<file path="src/rtl/gf180mcu_fd_sc_mcu9t5v0__scan_chain_ctrl.sv">
`default_nettype none
// ============================================================================
// Module  : gf180mcu_fd_sc_mcu9t5v0__scan_chain_ctrl
// Brief   : Load / capture / unload sequencer for one sdffq scan chain.
//           Optional compare: define SCAN_CHAIN_CTRL_COMPARE_EN.
// Revision: 1.0
// ============================================================================
module gf180mcu_fd_sc_mcu9t5v0__scan_chain_ctrl #(
    parameter int CHAIN_LEN = 16,
    parameter int CNT_W     = $clog2(CHAIN_LEN + 1)
) (
    input  logic                 CLK,
    input  logic                 RST,
    input  logic                 START,
    input  logic                 ABORT,
    input  logic [CHAIN_LEN-1:0] PATTERN,
`ifdef SCAN_CHAIN_CTRL_COMPARE_EN
    input  logic [CHAIN_LEN-1:0] EXPECT,
    output logic                 MISMATCH,
`endif
    input  logic                 SO,
    output logic                 SE,
    output logic                 SI,
    output logic                 BUSY,
    output logic                 DONE,
    output logic [CHAIN_LEN-1:0] RESULT
);

    typedef enum logic [2:0] {
        S_IDLE      = 3'd0,
        S_SHIFT_IN  = 3'd1,
        S_CAPTURE   = 3'd2,
        S_SHIFT_OUT = 3'd3,
        S_FINISH    = 3'd4
    } state_t;

    localparam logic [CNT_W-1:0] C_LAST = CNT_W'(CHAIN_LEN - 1);

    state_t               state_q, state_d;
    logic [CNT_W-1:0]     cnt_q, cnt_d;
    logic [CHAIN_LEN-1:0] pat_q, pat_d;
    logic [CHAIN_LEN-1:0] result_q, result_d;
    logic                 se_q, se_d;
    logic                 si_q, si_d;
    logic                 busy_q, busy_d;
    logic                 done_q, done_d;
`ifdef SCAN_CHAIN_CTRL_COMPARE_EN
    logic [CHAIN_LEN-1:0] exp_q, exp_d;
    logic                 mismatch_q, mismatch_d;
`endif

    always_comb begin
        state_d  = state_q;
        cnt_d    = cnt_q;
        pat_d    = pat_q;
        result_d = result_q;
`ifdef SCAN_CHAIN_CTRL_COMPARE_EN
        exp_d      = exp_q;
        mismatch_d = mismatch_q;
`endif
        case (state_q)
            S_IDLE: begin
                if (START && !ABORT) begin
                    state_d = S_SHIFT_IN;
                    pat_d   = PATTERN;
`ifdef SCAN_CHAIN_CTRL_COMPARE_EN
                    exp_d      = EXPECT;
                    mismatch_d = 1'b0;
`endif
                end
            end
            S_SHIFT_IN: begin
                if (ABORT) begin
                    state_d = S_IDLE;
                end else if (cnt_q == C_LAST) begin
                    state_d = S_CAPTURE;
                end else begin
                    cnt_d = cnt_q + CNT_W'(1);
                    // bit 0 of the pattern register always feeds SI next cycle
                    pat_d = pat_q >> 1;
                end
            end
            S_CAPTURE: begin
                state_d = ABORT ? S_IDLE : S_SHIFT_OUT;
            end
            S_SHIFT_OUT: begin
                if (ABORT) begin
                    state_d = S_IDLE;
                end else begin
                    for (int i = 0; i < CHAIN_LEN; i++) begin
                        if (cnt_q == CNT_W'(i)) result_d[i] = SO;
                    end
                    if (cnt_q == C_LAST) begin
                        state_d = S_FINISH;
`ifdef SCAN_CHAIN_CTRL_COMPARE_EN
                        mismatch_d = (result_d != exp_q);
`endif
                    end else begin
                        cnt_d = cnt_q + CNT_W'(1);
                    end
                end
            end
            S_FINISH: begin
                state_d = S_IDLE;
            end
            default: begin
                state_d = S_IDLE;
            end
        endcase

        if (state_d != state_q) cnt_d = '0;

        // outputs are registered from the next state so they settle right after the edge
        se_d   = (state_d == S_SHIFT_IN) || (state_d == S_SHIFT_OUT);
        si_d   = (state_d == S_SHIFT_IN) ? pat_d[0] : 1'b0;
        busy_d = (state_d != S_IDLE);
        done_d = (state_d == S_FINISH);
    end

    always_ff @(posedge CLK) begin
        if (RST) begin
            state_q  <= S_IDLE;
            cnt_q    <= '0;
            pat_q    <= '0;
            result_q <= '0;
            se_q     <= 1'b0;
            si_q     <= 1'b0;
            busy_q   <= 1'b0;
            done_q   <= 1'b0;
`ifdef SCAN_CHAIN_CTRL_COMPARE_EN
            exp_q      <= '0;
            mismatch_q <= 1'b0;
`endif
        end else begin
            state_q  <= state_d;
            cnt_q    <= cnt_d;
            pat_q    <= pat_d;
            result_q <= result_d;
            se_q     <= se_d;
            si_q     <= si_d;
            busy_q   <= busy_d;
            done_q   <= done_d;
`ifdef SCAN_CHAIN_CTRL_COMPARE_EN
            exp_q      <= exp_d;
            mismatch_q <= mismatch_d;
`endif
        end
    end

    assign SE     = se_q;
    assign SI     = si_q;
    assign BUSY   = busy_q;
    assign DONE   = done_q;
    assign RESULT = result_q;
`ifdef SCAN_CHAIN_CTRL_COMPARE_EN
    assign MISMATCH = mismatch_q;
`endif

endmodule
`default_nettype wire

</file>
<file path="config.mk">
export PLATFORM = sky130hd
export DESIGN_NAME = gf180mcu_fd_sc_mcu9t5v0__scan_chain_ctrl
export DESIGN_NICKNAME = d
export VERILOG_FILES = /design/src/rtl/gf180mcu_fd_sc_mcu9t5v0__scan_chain_ctrl.sv
export SDC_FILE = /design/constraint.sdc
export NUM_CORES = 1
export LEC_CHECK = 0
export BUFFER_PORTS_ARGS = -buffer_cell sky130_fd_sc_hd__buf_2
export CAP_MARGIN = 5
export CORE_MARGIN = 3
export CORE_UTILIZATION = 50
export DETAILED_ROUTE_END_ITERATION = 12
export PLACE_DENSITY = 0.72
export SLEW_MARGIN = 10
export SYNTH_ARGS = -nofsm -noshare
export SYNTH_HDL_FRONTEND = slang
export SYNTH_SLANG_ARGS = --single-unit
export TNS_END_PERCENT = 30
</file>
<file path="constraint.sdc">
create_clock -name CLK -period 2.7 [get_ports CLK]
set_input_delay 0.81 -clock CLK [delete_from_list [all_inputs] [get_ports CLK]]
set_output_delay 0.81 -clock CLK [all_outputs]
set_load 0.005 [all_outputs]
</file>
==> results of run 1 <==
==> metrics by stage <==
step	power [mW]	std cells	utilization
floorplan	0.746	220	-
global placement	0.776	295	0.585
detailed placement	0.778	295	0.585
CTS	1.21	303	0.611
global route	1.26	303	0.611
finish	1.20	303	0.611
==> worst min-delay path: stages (launching register included) <==
cell	delay (ns)
dfxtp_1	0.32
nand2_1	0.05
a21oi_1	0.05
==> layer usage <==
metal	share of wire	wire length, um	vias to the layer above	GRT usage
met2	0.47	1870	40	0.286
met1	0.46	1840	744	0.249
met3	0.061	245	5	0.0591
met5	0	0	-	0
met4	0.013	53	0	0.0596
li1	-	-	832	-
==> worst paths after layout <==
kind | from | endpoint | slack, ns | cells after the start
max reg2reg | cnt_q[0] | cnt_q[4] | 0.65 | 7
min reg2reg | pat_q[2] | pat_q[1] | 0.45 | 2
min | pat_q[2] | pat_q[1] | 0.45 | 2
max | cnt_q[0] | cnt_q[4] | 0.65 | 7
==> logic make-up after synthesis <==
kind of cell,after synthesis,share of synthesized area
compound gates,44,0.143
mux,7,0.0361
fa+ha+maj,5,0.0323
simple gates,92,0.260
xor+xnor,4,0.0181
buf+inv,24,0.0568
flops,44,0.454
==> synthesized netlist by cell type (4+ instances only) <==
library cell,n
nand4_1,4
dfxtp_1,44
a22oi_1,15
buf_2,4
a21oi_1,24
ha_1,5
nand2_1,34
inv_1,4
clkbuf_1,12
nand3_1,10
mux2i_1,7
nor2_1,17
nor3_1,4
==> registers in the layout, summed over array words and instances (netlist names) <==
name and flops:
pat_q 16, SI 1, SE 1, DONE 1, BUSY 1, cnt_q 5
state_q 3, RESULT 16
==> cell type report <==
| type | instances | area share |
|---|---|---|
| tap | 48 | 0.0266 |
| clock buffer | 6 | 0.0366 |
| inverter | 4 | 0.00666 |
| timing repair buffer | 47 | 0.112 |
| clock inverter | 2 | 0.00666 |
| sequential | 44 | 0.391 |
| multi-input combinational | 152 | 0.421 |
==> placed cells by master, fill, tap and decap left out, types with 2 or more instances in the layout <==
cell / n
a21oi_1: 24
a22oi_1: 15
and2_1: 3
and3_1: 3
and4b_1: 3
buf_2: 40
buf_4: 7
clkbuf_8: 6
clkinvlp_4: 2
dfxtp_1: 44
ha_1: 5
inv_1: 4
mux2i_1: 7
nand2_1: 34
nand2b_1: 2
nand3_1: 10
nand4_1: 4
nor2_1: 17
nor2b_1: 2
nor3_1: 4
nor4b_2: 2
xor2_1: 3
==> report_power, final <==
group / switching, mW / leakage, nW / internal (mW)
clock: 0.228 / 0.0434 / 0.207
sequential: 0.00923 / 0.357 / 0.663
combinational: 0.0486 / 0.537 / 0.0410
==> results.md, run 1 <==
- Worst path most repeated cell: ha_1
- Crit start category: flop
- Initial antenna violation count: 0
- Placer Congestion: around 0.76
- Slowest CP cell: or3_4
- Worst-Skew Late Latency: approximately 0.30 ns
- Worst setup EP type: flop
- CTS Buf Count: 5
- Min Hold Slack: 0.454 ns
- Minimum clock period after layout: 2.05 ns
- EDFF count, synth: 0
- DIE WIDTH: slightly below 70 um
- Worst EP arrival: around 2.3 ns
- Fin area: 2250 um^2
- Post-synthesis sequential area ratio: 0.454
- Family with the most delay on the worst path: simple AND/OR/NAND/NOR gates
- Tot GR Track Use: 0.187
- I/O pin cnt: 41
- DR WL/cell: approximately 13 um
- Rel. slew slack: 0.614
- Synth top area cells: dfxtp_1, nand2_1, a21oi_1, a22oi_1, mux2i_1
- Global-route wire length before repair: 6470 um
- Worst Path Max Fanout: 5
- PD cells: 531 nW/um^2
- Root Driver: clkbuf_8
- Ys Warns: 0
- Die area: 4660 um^2
- Largest net degree at the start of global routing: 34
- Buf/Inv on CP: 0
- Placed inst area: ~2200 um^2
- Nets: 280
- RSZ-0062 raised after global routing: no
- Syn nets: 246
- Post-Syn Instances: between 200 and 250
- Worst slack at placement: 0.543 ns
- GRT overflow: 0
- Vias in the first global route: around 1,400
- Layout fillers: 350
- Max frequency: ~490 MHz
- Area delta synth->final: 16.3%
- Netlist Area Pre-Place: approximately 1900 um^2
- Primary FF master, synth: dfxtp_1
- Final WS setup: 0.647 ns
- CTS tree: built
- Yosys reg bits: 44
- Row count: 22
- DR pass1 iterations: 4
- Placeable core region: 3690 um^2
- Worst VDD drop: 297 uV
- # H-tree levels: 2
- Synth top area share: 0.454
- CP Class: flop to flop
- Vias per inst: ~5.3
- HP Class: flop to flop
- Max stage delay on crit path: ~0.37 ns
- CTS sink cnt: 44
- Setup violators final: 0
- Critical path data required time: 2.92 ns
- Setup TNS: 0 ns
- Area of the multi-input gates: 948 um^2
- Post CTS Setup Buffer Count: 0
- Max-cap violations: 0
- # diodes: 0
- Die Span Y: approximately 70 um
- Slew @ Worst Pin: 0.577 ns
- Yosys cell types: 37
- Clock Skews: about 0.0075 ns
- Detailed-route via count: 1,621
- Clk slew on worst S/H paths: 0.09 ns
- Hpwl dp: 2860 um
- Cell taking the most area after synthesis: dfxtp_1
- Initial core utilization: 0.526
- Total wire length: 4020 um
- Buffers on Ports: 40
- Leak: 0.937 nW
- Clock Tree Buf Depth: 2
- FF+latch area: 881 um^2
- # DRC: 0
- Layout cells sized above 1: 0.247
- Syn avg cell area: 8.82 um^2
- Final Hold Vio Count: 0
- Final ANT Viol Nets: 0
- Critical path cell sequence: ha_1 -> and3_1 -> ha_1 -> nor4b_4 -> a21oi_2 -> or3_4 -> a211oi_2
- Pins over their slew limit: 0
- Status: finished clean
- PostCTS Resize Cnt: 0
- Final Cycle Share: 0.761
- Ys async rst share: 0
- DRT iter0 DRCs: roughly 130
- Quantity of hold-fixing buffers added after cts: 0
(Power assumes the default switching activity.)
==> inputs of run 2 (changes only) <==
Settings changed: ABC_AREA set to 1, CORE_UTILIZATION 50 to 49, PLACE_DENSITY 0.72 to 0.73.
Clock period 2.7 ns to 1.6 ns, I/O delays scaled along.
==> run 2 against run 1 <==
Compared with the run above: the flow now finishes with violations (setup timing); sequential power rose by 70%; fmax rose by 27%; die area rose by 13%; utilization rose by 6.3 points; first-iteration DRC count fell by 25%; non-clock buffer count rose by 11; critical path depth rose by 3; global-route usage rose by 0.17 points; synthesized cell count rose by 35%; sequential cell count did not move; clock-buffer cell count did not move; worst setup slack got worse by 0.67 ns; critical path type unchanged; critical endpoint is now cnt_q[0]; highest routed layer unchanged.
==> results.md, run 2 <==
- Status: finished with violations
- Violated checks: setup timing
- Syn nets: 322 (+31%)
- Final ANT Viol Nets: 0 (unchanged)
- Clk slew on worst S/H paths: 0.09 ns (about the same)
- Cells on Worst Hold Path: 3 (+1)
- Row count: 23 (+4.5%)
- # DRC: 0 (unchanged)
- Detailed-route via count: 1,954 (+21%)
- Fin cells: 405 (+34%)
- Clock Tree Buf Depth: 2 (unchanged)
- HP Class: primary input to flop
- Placed cells: 397 (+35%)
- Buffers on Ports: 40 (unchanged)
- Leak: 1.22 nW (+30%)
- Post CTS Setup Buffer Count: 0 (unchanged)
- Layout cells sized above 1: 0.372 (+0.125)
- Pins over their slew limit: 0 (unchanged)
- Synth top area share: 0.407 (-0.0468)
- Largest net degree at the start of global routing: 20 (-41%)
- CTS Buf Count: 5 (unchanged)
- Nets: 380 (+36%)
- Total wire length: 4880 um (+21%)
- Crit start category: flop
- Final Core Density: 0.674 (+0.0628)
- Yosys reg bits: 44 (unchanged)
- Cell taking the most area after synthesis: dfxtp_1
- Yosys cell types: 26 (-30%)
- CTS sink cnt: 44 (unchanged)
- Primary FF master, synth: dfxtp_1
- Setup violators final: 2 (+2)
- GRT overflow: 0 (unchanged)
- Vias per inst: 4.82 (-9.8%)
- DR pass1 iterations: 4 (unchanged)
- Syn avg cell area: 7.30 um^2 (-17%)
- Final Cycle Share: 1.01 (+0.252)
- Max frequency: 617 MHz (+27%)
- Max-cap violations: 0 (unchanged)
- Rel. slew slack: 0.671 (+0.0566)
- Placeable core region: 4120 um^2 (+12%)
- Final Hold Vio Count: 0 (unchanged)
- # H-tree levels: 2 (unchanged)
- Ys Warns: 0 (unchanged)
- Worst VDD drop: 663 uV (+120%)
- Clock Skews: 0.00853 ns (+0.00101 ns)
- Top post-synthesis cells by count: nand2_1, nor2_1, dfxtp_1, inv_1, nand3_1
- Placed inst area: 2540 um^2 (+18%)
- Final WS setup: -0.0201 ns (-0.667 ns)
- Ys async rst share: 0 (unchanged)
- Root Driver: clkbuf_8
- Worst Path Max Fanout: 7 (+2)
- Post-synthesis sequential area ratio: 0.407 (-0.0468)
- Worst-Skew Late Latency: 0.30 ns (about the same)
- PD cells: 830 nW/um^2 (+56%)
- Initial core utilization: 0.525 (about the same)
- CTS tree: built
- Netlist Area Pre-Place: 2160 um^2 (+11%)
- Minimum clock period after layout: 1.62 ns (-0.433 ns)
- Power, Total: 2.30 mW (+92%)
- Min Hold Slack: 0.434 ns (-0.0198 ns)
- Critical path data required time: 1.80 ns (-1.12 ns)
- Die area: 5250 um^2 (+13%)
- Global-route wire length before repair: 7790 um (+20%)
- Vias in the first global route: 1,767 (+30%)
- Tot GR Track Use: 0.189 (+0.00167)
- Die Span Y: 72.4 um (+6.1%)
- # diodes: 0 (unchanged)
- Synth top area cells: dfxtp_1, nand2_1, nor2_1, a21oi_2, nand3_1
- Reg2Reg Depth: 10 (+3)
- DIE WIDTH: 72.4 um (+6.1%)
- Worst EP arrival: 1.82 ns (-0.45 ns)
- Area delta synth->final: 28.3%
- Initial antenna violation count: 0 (unchanged)
- Post-Syn Instances: 296 (+35%)
- Most frequent cells in the layout: nand2_1, nor2_1, dfxtp_1, buf_2
- I/O pin cnt: 41 (unchanged)
- EDFF count, synth: 0 (unchanged)
- Fin area: 2770 um^2 (+23%)
- Slew @ Worst Pin: 0.493 ns (-0.0840 ns)
- Worst setup EP type: flop
- Placer Congestion: 0.830 (+9.0%)
- CP Class: flop to flop
- RSZ-0062 raised after global routing: yes
- Count leader, synth: nand2_1
- DRT iter0 DRCs: 94 (-25%)
- DR WL/cell: 12.0 um (-9.1%)
- Hpwl dp: 3530 um (+23%)
- Most common cell after layout, fill and taps aside: nand2_1
-- run 2: cell count changes after synthesis, moves of 9 or more --
cell      before  now
a21oi_1       24   15
a21oi_2        1   10
a22oi_1       15    0
and2_4         0    9
clkbuf_1      12    1
inv_1          4   18
nand2_1       34   81
nor2_1        17   47
-- run 2: per-layer routing --
metal | share of wire | vias up | track usage
li1 | - | 1037 | -
met1 | 0.48 | 865 | 0.265
met2 | 0.45 | 42 | 0.282
met3 | 0.045 | 10 | 0.0374
met4 | 0.020 | 0 | 0.0799
met5 | 0 | - | 0
-- run 2: worst paths after layout --
kind / slack, ns / start / to
worst max-delay path: -0.02 / cnt_q[0] / cnt_q[0]
worst min-delay path: 0.43 / PATTERN[15] / pat_q[15]
worst max register to register: -0.02 / cnt_q[0] / cnt_q[0]
worst min register to register: 0.47 / pat_q[6] / pat_q[6]
-- run 2: report_power, final --
part	internal, mW	switching [mW]	leakage, nW
Sequential	1.12	0.0166	0.358
Combinational	0.117	0.140	0.800
Clock	0.511	0.396	0.0614
-- run 2: area by class of cell --
cell class	instances	area (um^2)
Fill cell	350	1340
Multi-Input combinational cell	219	1240
Sequential cell	44	885
Timing Repair Buffer	58	368
Inverter	26	100
Clock buffer	6	82.6
Tap cell	50	62.6
Clock inverter	2	38.8
-- run 2: cells by family (layout without fill, tap and decap cells) --
logic type,count (synthesis),in the layout,synth area share
compound gates,35,35,0.101
flops,44,44,0.407
xor+xnor,3,3,0.0122
buf+inv,33,92,0.0700
fa+ha+maj,5,5,0.0289
simple gates,176,176,0.380
-- run 2: worst max-delay path: stages (launching register included) --
cell,delay [ns]
dfxtp_2,0.35
ha_4,0.16
inv_2,0.04
nor2_2,0.04
ha_4,0.17
nor2_4,0.12
inv_4,0.08
nor2_4,0.20
buf_6,0.14
xor2_4,0.16
nor2_1,0.06
-- run 2: what timing repair did --
action / CTS / global route
setup endpoints to repair: 21 / 26
pin swaps: 2 / 6
hold buffers: 0 / 0
gates cloned: 0 / 0
gates resized for setup: 8 / 25
-- run 2: through the flow --
stage	worst slack (ns)	TNS (ns)
2_1_floorplan	0.00351	0
3_3_place_gp	0.0162	0
3_5_place_dp	-0.0712	-0.644
4_1_cts	-0.0210	-0.0443
5_1_grt	-0.105	-1.17
6_report	-0.0201	-0.0269
==> inputs of run 3 (changes only) <==
Settings changed: ABC_AREA 1 to unset, CORE_UTILIZATION 49 to 48, PLACE_DENSITY 0.73 to 0.72.
==> run 3 against run 2 <==
Compared with the run above: the flow still finishes with violations (setup timing); cell area decreased by 8.9%; sequential power is essentially flat; sequential share of layout area grew 3.1 points; via count fell by 11%; utilization is 0.39 points lower; hold slack worse by 0.011 ns; power shrank 12%; clock-buffer cell count grew 1; register-to-register slack lost 0.17 ns; critical path type unchanged; critical endpoint is now SI; largest cell class unchanged; highest routed layer unchanged.
==> results.md, run 3 (synthesized netlist as in run 1, its figures left out) <==
- Global-route wire length before repair: 7240 um (-7.1%)
- Pins over their slew limit: 0 (unchanged)
- Crit start category: flop
- Max-cap violations: 0 (unchanged)
- Hpwl dp: 3090 um (-12%)
- Part of the power in registers: 0.558 (+0.064)
- FF+latch area: 883 um^2 (-0.14%)
- # H-tree levels: 2 (unchanged)
- Worst Path Max Fanout: 3 (-4)
- Final ANT Viol Nets: 0 (unchanged)
- Placed inst area: 2400 um^2 (-5.4%)
- # DRC: 0 (unchanged)
- Hold_sp: PATTERN[15]
- Max stage delay on crit path: 0.44 ns (+0.09 ns)
- Switching share of power: 0.231 (-0.00895)
- DR WL/cell: 13.0 um (+8.3%)
- Fin area: 2530 um^2 (-8.9%)
- Buffers on Ports: 40 (unchanged)
- # diodes: 0 (unchanged)
- Internal power: 1.56 mW (-11%)
- CP startpoint: cnt_q[0]
- Placer Congestion: 0.756 (-9.0%)
- Max frequency: 558 MHz (-9.6%)
- Critical path data required time: 1.79 ns (about the same)
- Final Cycle Share: 1.12 (+0.108)
- CTS sink cnt: 44 (unchanged)
- I/O pin cnt: 41 (unchanged)
- Met2 WL: 2130 um (-4.1%)
- Detailed-route via count: 1,731 (-11%)
- Gate power share: 0.091 (-0.021)
- Minimum clock period after layout: 1.79 ns (+0.173 ns)
- Area delta synth->final: 30.3%
- Most common cell after layout, fill and taps aside: dfxtp_1
- Clk pwr share: 0.351 (-0.043)
- Worst path most repeated cell: ha_4
- Rel. slew slack: 0.720 (+0.0487)
- Die area: 4840 um^2 (-7.7%)
- R2R Path Start: cnt_q[0]
- Total wire length: 4300 um (-12%)
- Slew @ Worst Pin: 0.421 ns (-0.0725 ns)
- Layout fillers: 307 (-12%)
- Critical path cell sequence: ha_4 -> and3_4 -> ha_4 -> nor2b_4 -> o21ai_2 -> a222oi_1 -> and3b_1
- CTS tree: built
- Clock Skews: 0.00658 ns (-0.00194 ns)
- DR pass1 iterations: 4 (unchanged)
- Worst VDD drop: 701 uV (+5.7%)
- Setup TNS: -1.03 ns (-1.01 ns)
- PD cells: 804 nW/um^2 (-3.1%)
- Placed cells: 320 (-19%)
- Setup violators final: 18 (+16)
- Slowest CP cell: a222oi_1
- Crit Reg-Reg Endpoint: SI
- CTS Buf Count: 5 (unchanged)
- Cells on Worst Hold Path: 3 (unchanged)
- Worst setup EP type: flop
- Clk slew on worst S/H paths: 0.08 ns (about the same)
- Quantity of hold-fixing buffers added after cts: 0 (unchanged)
- CP Class: flop to flop
- HP Class: primary input to flop
- Placeable core region: 3770 um^2 (-8.4%)
- Worst EP arrival: 1.98 ns (+0.16 ns)
- Final Core Density: 0.670 (-0.00386)
- Vias in the first global route: 1,590 (-10%)
- Switching power: 0.470 mW (-15%)
- Initial antenna violation count: 0 (unchanged)
- Tot GR Track Use: 0.185 (-0.00380)
- Most frequent cells in the layout: dfxtp_1, buf_2, nand2_1, buf_4, a21oi_1
- Initial core utilization: 0.514 (-0.0111)
- Final Hold Vio Count: 0 (unchanged)
- GRT overflow: 0 (unchanged)
- Reg2Reg Depth: 7 (-3)
- Metal-1 WL: 1890 um (-19%)
- Metal3 WL: 242 um (+10%)
- Vias per inst: 5.25 (+8.7%)
- Leak: 1.08 nW (-11%)
- Largest net degree at the start of global routing: 29 (+45%)
- Worst-Skew Late Latency: 0.29 ns (about the same)
- Top Metal Used: met4
- Fin cells: 330 (-19%)
- Die Span Y: 69.6 um (-3.9%)
- DRT iter0 DRCs: 105 (+12%)
- Row count: 22 (-4.3%)
- Violated checks: setup timing
- DIE WIDTH: 69.6 um (-3.9%)
- Final WS setup: -0.193 ns (-0.173 ns)
- Layout cells sized above 1: 0.358 (-0.0137)
- Nets: 307 (-19%)
- RSZ-0062 raised after global routing: yes
- Power, Total: 2.03 mW (-12%)
- Clock Tree Buf Depth: 2 (unchanged)
- Status: finished with violations
- Hold path endpoint: pat_q[15]
- Root Driver: clkbuf_8
- Area of the multi-input gates: 1010 um^2 (-19%)
- R2R setup slack: -0.19 ns (-0.17 ns)
[run 3: routing by layer]
metal,track usage,up-vias
li1,-,880
met2,0.302,33
met5,0,-
met4,0.0716,0
met1,0.231,814
met3,0.0522,4
[run 3: through the flow]
stage / setup WS (ns) / hold slack (ns)
after floorplan: -0.355 / 0.432
after detailed placement: -0.216 / 0.445
final: -0.193 / 0.424
after CTS: -0.191 / 0.424
after global routing: -0.295 / 0.427
after global placement: -0.191 / 0.439
[run 3: worst max-delay path: cells and delay by family, from the launching register on]
family	cells	cell delay, ns
simple gates	3	0.52
compound gates	2	0.50
flops	1	0.34
fa+ha+maj	2	0.32
[run 3: what timing repair did]
action | CTS | global route
buffers inserted | 2 | 0
pin swaps | 9 | 5
gates resized for setup | 2 | 4
endpoints found under the setup margin | 22 | 24
gates cloned | 0 | 0
[run 3: worst max path at each step]
stage                     endpoint  depth (start not counted)
after detailed placement  cnt_q[4]                          7
after CTS                       SI                          7
after global routing            SI                          7
final                           SI                          7
after floorplan           cnt_q[4]                          7
after global placement          SI                          7
[run 3: area by class of cell]
class                      instances  area share
sequential                        44       0.350
timing repair buffer              74       0.185
clock inverter                     1     0.00297
inverter                           4     0.00594
tap                               48      0.0238
multi-input combinational        152       0.399
clock buffer                       7      0.0342
[run 3: power by group through the flow]
stage	Sequential (mW)	Clock [mW]	Combinational, mW
detailed placement	1.16	0	0.178
global placement	1.16	0	0.176
global route	1.14	0.797	0.205
floorplan	1.16	0	0.111
finish	1.13	0.714	0.185
CTS	1.13	0.743	0.184
